File: src/rtl/fft_pkg.sv
// Shared types and size helpers for the radix-4 FFT front end.
//   log4()   : number of base-4 digits in an FFT length
//   addr_w() : per-bank address width (bank depth N/4)
//   cplx_t   : complex sample container {re, im}
//   bank_t   : radix-4 bank index
//   loader_state_e : input loader FSM states
package fft_pkg;

  localparam int SAMPLE_W = 16;

  function automatic int log4(input int n);
    int d;
    d = 0;
    for (int v = n; v > 1; v = v / 4) d++;
    return d;
  endfunction

  function automatic int addr_w(input int n);
    return $clog2(n / 4);
  endfunction

  typedef struct packed {
    logic [SAMPLE_W-1:0] re;
    logic [SAMPLE_W-1:0] im;
  } cplx_t;

  typedef logic [1:0] bank_t;

  typedef enum logic [1:0] {LOAD, START_P, WAIT_FFT} loader_state_e;

endpackage

File: src/rtl/fft_digit_rev_map.sv
// Combinational sample-index -> {bank, addr} map for the four radix-4 banks.
//   n    : natural-order sample index (log2(N_POINTS) bits)
//   bank : sum of the base-4 digits of n, mod 4
//   addr : base-4 digit reversal of n, dropping the lowest reversed digit
// Each radix-4 butterfly group lands in four different banks, so the
// transform can read all four operands in one cycle.
module fft_digit_rev_map
  import fft_pkg::*;
#(
  parameter int N_POINTS = 256
) (
  input  logic [2*log4(N_POINTS)-1:0] n,
  output bank_t                        bank,
  output logic [2*log4(N_POINTS)-3:0]  addr
);

  localparam int D = log4(N_POINTS);

  logic [2*D-1:0] rev;
  bank_t          dsum;

  always_comb begin
    rev  = '0;
    dsum = '0;
    for (int i = 0; i < D; i++) begin
      rev[2*(D-1-i) +: 2] = n[2*i +: 2];
      dsum                = dsum + n[2*i +: 2];  // 2-bit wrap gives mod 4
    end
  end

  assign bank = dsum;
  assign addr = rev[2*D-1:2];

endmodule

File: src/rtl/fft_input_loader.sv
// Loads one frame of N complex samples into the four radix-4 banks in
// digit-reversed order, then starts fft_control and holds off input until
// the transform reports done.
//   iCLK, iRESET          : clock, async active-high reset
//   iDATA_RE/IM, iVALID   : streaming sample input
//   oREADY                : sample accepted when iVALID && oREADY
//   iFFT_RDY              : fft_control ready; its rising edge = done
//   oWR_EN/ADDR/RE/IM     : registered bank write port (one-hot bank strobe)
//   oSTART                : one-cycle start pulse to fft_control
//   oBUSY                 : high from oSTART until the done edge
module fft_input_loader
  import fft_pkg::*;
#(
  parameter int N_POINTS = 256,
  parameter int DATA_W   = 16,
  parameter int ADDR_W   = addr_w(N_POINTS)
) (
  input  logic              iCLK,
  input  logic              iRESET,
  input  logic [DATA_W-1:0] iDATA_RE,
  input  logic [DATA_W-1:0] iDATA_IM,
  input  logic              iVALID,
  output logic              oREADY,
  input  logic              iFFT_RDY,
  output logic [3:0]        oWR_EN,
  output logic [ADDR_W-1:0] oWR_ADDR,
  output logic [DATA_W-1:0] oWR_RE,
  output logic [DATA_W-1:0] oWR_IM,
  output logic              oSTART,
  output logic              oBUSY
);

  localparam int NW = 2 * log4(N_POINTS);

  loader_state_e     state_q, state_d;
  logic [NW-1:0]     n_q;
  logic              start_q;
  logic              fft_rdy_q;
  logic              accept;
  logic              last;
  logic              rdy_edge;
  bank_t             map_bank;
  logic [ADDR_W-1:0] map_addr;

  fft_digit_rev_map #(.N_POINTS(N_POINTS)) u_map (
    .n    (n_q),
    .bank (map_bank),
    .addr (map_addr)
  );

  // Accept decoded from the state register, not from oREADY, so the
  // next-state logic has no path back through its own output.
  assign accept = iVALID && (state_q == LOAD);
  assign last   = (n_q == NW'(N_POINTS - 1));
  // The edge register is reloaded on the oSTART cycle; a rise seen there
  // belongs to the previous transform and is dropped.
  assign rdy_edge = iFFT_RDY && !fft_rdy_q && !start_q;
  assign oSTART   = start_q;

  always_comb begin
    state_d = state_q;
    oREADY  = 1'b0;
    oBUSY   = 1'b0;
    case (state_q)
      LOAD: begin
        oREADY = 1'b1;
        if (accept && last) state_d = START_P;
      end
      START_P: state_d = WAIT_FFT;
      WAIT_FFT: begin
        oBUSY = 1'b1;
        if (rdy_edge) state_d = LOAD;
      end
      default: state_d = LOAD;
    endcase
  end

  always_ff @(posedge iCLK or posedge iRESET) begin
    if (iRESET) begin
      state_q   <= LOAD;
      n_q       <= '0;
      start_q   <= 1'b0;
      fft_rdy_q <= 1'b0;
      oWR_EN    <= '0;
      oWR_ADDR  <= '0;
      oWR_RE    <= '0;
      oWR_IM    <= '0;
    end else begin
      state_q   <= state_d;
      fft_rdy_q <= iFFT_RDY;
      start_q   <= (state_q == START_P);
      oWR_EN    <= '0;
      if (accept) begin
        n_q      <= n_q + NW'(1);  // wraps to 0 after the last sample
        oWR_EN   <= 4'b0001 << map_bank;
        oWR_ADDR <= map_addr;
        oWR_RE   <= iDATA_RE;
        oWR_IM   <= iDATA_IM;
      end
    end
  end

endmodule

File: config.mk
export PLATFORM = sky130hd
export DESIGN_NAME = fft_input_loader
export DESIGN_NICKNAME = d
export VERILOG_FILES = /design/src/rtl/fft_pkg.sv /design/src/rtl/fft_digit_rev_map.sv /design/src/rtl/fft_input_loader.sv
export SDC_FILE = /design/constraint.sdc
export NUM_CORES = 1
export LEC_CHECK = 0
export BUFFER_PORTS_ARGS = -buffer_cell sky130_fd_sc_hd__clkbuf_2
export CAP_MARGIN = 30
export CORE_ASPECT_RATIO = 0.5
export CORE_MARGIN = 2
export CORE_UTILIZATION = 42
export DETAILED_ROUTE_END_ITERATION = 8
export GPL_TIMING_DRIVEN = 0
export PLACE_DENSITY = 0.69
export SLEW_MARGIN = 20
export SYNTH_ARGS = -nofsm -noshare
export SYNTH_HDL_FRONTEND = slang
export SYNTH_HIERARCHICAL = 1
export SYNTH_SLANG_ARGS = --single-unit
File: constraint.sdc
create_clock -name iCLK -period 4.64 [get_ports iCLK]
set_clock_uncertainty 0.2 [all_clocks]
set_input_delay 0.464 -clock iCLK [delete_from_list [all_inputs] [get_ports iCLK]]
set_output_delay 0.464 -clock iCLK [all_outputs]
set_load 0.01 [all_outputs]
==> impl_metrics.env <==
export IMPL_die_w_um=111
export IMPL_critPathArrivalTime_ps=2170
export IMPL_max_cap_violations=0
export IMPL_hold_violations=9
export IMPL_syn_nets=180
export IMPL_setup_violations=0
export IMPL_clk_insertion_delay_late_ps=280
export IMPL_cp_slowest_stage_delay_ps=500
export IMPL_cts_tree="yes"
export IMPL_cts_max_path_buffers=2
export IMPL_status="finished with violations"
export IMPL_layout_common_cells="clkbuf_2 (80), dfrtp_1 (54), mux2_4 (34), xnor2_1 (7), buf_4 (6)"
export IMPL_cts_reportedPaths_clkPinSlew_ps=60
export IMPL_cp_startpoint="n_q[0]"
export IMPL_ys_seq_elements=54
export IMPL_dp_cells=295
export IMPL_fin_crit_ps=2190
export IMPL_drc_errors=0
export IMPL_synth_top_area_share_pct=56.6
export IMPL_layout_drive_gt1_share_pct=64.3
export IMPL_cts_resized_gates=0
export IMPL_rsz0062_at_grt="false"
export IMPL_grt_pass1_wl_um=6980
export IMPL_synth_largest_area_cell="dfrtp_1"
export IMPL_n_fill_cell=453
export IMPL_hpwl_um=3060
export IMPL_io_pins=81
export IMPL_critPathMaxFanout=5
export IMPL_cts_hold_buf=0
export IMPL_drtIter0Drc=55
export IMPL_initial_core_util_pct=43.4
export IMPL_grt_max_degree=32
export IMPL_ant_nets=0
export IMPL_finalSetupTns_ps=0
export IMPL_slowest_stage="fa_1"
export IMPL_p_per_area_mw_per_mm2=489
export IMPL_synth_area_leaders="dfrtp_1 (57%), mux2_4 (21%), buf_12 (3.4%), xnor2_1 (2.6%), mux2_2 (2.4%)"
export IMPL_netlist_instances=141
export IMPL_tightest_slew_ps=528
export IMPL_antenna_found_initial=0
export IMPL_crit_path_start_kind="flop"
export IMPL_cts_setup_buffers=0
export IMPL_violations="negative hold slack"
export IMPL_grt_pass1_vias=1470
export IMPL_crit_required_ps=4610
export IMPL_finalMaxSlewViolations=0
export IMPL_hp_class="input port to asynchronous set/reset pin"
export IMPL_die_h_um=57.3
export IMPL_io_buffers=80
export IMPL_gp_congestion=0.732
export IMPL_grt_ovfl_total=0
export IMPL_finalNonFillerCells=303
export IMPL_multi_input_area_um2=895
export IMPL_synth_yosys_seq_area_share_pct=56.6
export IMPL_viasPerCell=4.59
export IMPL_num_vias=1392
export IMPL_syn2layout_area_growth_pct=27.6
export IMPL_ir_drop_v=0.000239
export IMPL_cts_htree_levels=2
export IMPL_ff_latch_area_mm2=0.00135
export IMPL_p_leak_uw=0.00160
export IMPL_ys_types=27
export IMPL_ys_warn_count=6
export IMPL_cts_root_buf="clkbuf_16"
export IMPL_max_slew_margin_pct=64.7
export IMPL_wl_per_cell_um=13.6
export IMPL_post_route_period_util_pct=47.3
export IMPL_drtPass1Iterations=4
export IMPL_cp_end_kind="flop"
export IMPL_core_rowCount=19
export IMPL_drt_wl_total_um=4110
export IMPL_synth_area_mm2=0.00239
export IMPL_final_common_cell="clkbuf_2"
export IMPL_worstPathCellList="fa_1 > ha_1 > xnor2_2 > xnor3_1 > and3_1"
export IMPL_finalNetCount=268
export IMPL_hold_ws_ps=-5.69
export IMPL_cts_sinks=54
export IMPL_rr_startpoint="n_q[0]"
export IMPL_antennaDiodeCount=0
export IMPL_fp_dieArea_mm2=0.00634
export IMPL_fp_coreArea_mm2=0.00549
export IMPL_fmax_mhz=456
export IMPL_gr_usage_all_layers_pct=14.0
export IMPL_critPathKind="flop to flop"
export IMPL_syn_avg_cell_area_um2=16.9
export IMPL_numCtsBuffers=5
-- logic make-up after synthesis --
kind of cell             Yosys count  share of synthesized area (%)
multiplexers                      39                           23.8
XOR/XNOR                          11                           4.93
flip-flops                        54                           56.6
buffers and inverters             12                           5.87
AND/OR/NAND/NOR                   21                           6.61
AO/OA/AOI/OAI                      1                          0.315
adder cells (fa/ha/maj)            3                           1.89
-- final timing paths --
check | to | slack, ps | cells past startpoint
setup / recovery | oWR_EN[3] | 2450 | 5
hold / removal | oWR_IM[8] | -6 | 2
max in group asynchronous | oWR_ADDR[1] | 3700 | 3
setup reg to reg | oWR_EN[3] | 2450 | 5
min in group iCLK | fft_rdy_q | 100 | 1
hold reg to reg | oWR_RE[11] | 310 | 1
-- sequential cells by signal, summed over array words and instances, names as in the netlist --
name       count
fft_rdy_q      1
n_q            8
oSTART         1
oWR_ADDR       6
oWR_EN         4
oWR_IM        16
oWR_RE        16
state_q        2
-- worst max-delay path: cells and delay by family, from the launching register on --
kind / cells / cell delay, ps
xor gates and xnor gates: 2 / 530
adders and majority gates: 2 / 720
DFF: 1 / 450
and+or+nand+nor: 1 / 190
-- metal layers --
layer | vias up | share of wire [%] | GRT usage [%]
met5 | - | 0 | 0
met4 | 0 | 1.1 | 5.89
met3 | 5 | 4.2 | 4.14
met2 | 31 | 49 | 22.2
met1 | 697 | 46 | 18.5
li1 | 659 | - | -
-- stage by stage --
stage | cell area [µm²] | setup WS (ps) | utilization (%) | total power, µW
2_1_floorplan | 2390 | 2530 | - | 999
3_3_place_gp | 2880 | 2080 | 52.4 | 1120
3_5_place_dp | 2900 | 2440 | 52.8 | 1140
4_1_cts | 3050 | 2420 | 55.5 | 1510
5_1_grt | 3050 | 2360 | 55.5 | 1580
6_report | 3050 | 2450 | 55.5 | 1490
-- final cells by class --
cell class | count | area share (%)
Timing Repair Buffer | 81 | 13.8
Clock inverter | 1 | 0.164
Sequential cell | 54 | 44.4
Inverter | 1 | 0.123
Clock buffer | 7 | 4.68
Buffer | 11 | 4.48
Multi-Input combinational cell | 75 | 29.4
Tap cell | 73 | 3.00
-- cell usage after synthesis, drive strengths merged --
cell and number:
buf 11, or3b 1, and4bb 1, and3b 1, dfrtp 54, and2b 2
fa 1, and2 2, mux2 39, nor3b 2, inv 1, nand4 3
ha 2, xnor3 1, and4 1, nand2 3, a21o 1, xor2 2
xnor2 8, and3 3, nor2 2
-- power by group --
part / internal [µW] / switching [µW]
Clock: 214 / 155
Combinational: 288 / 185
Sequential: 565 / 81.0
Total: 1070 / 421
Power figures use the tool's default switching activity.
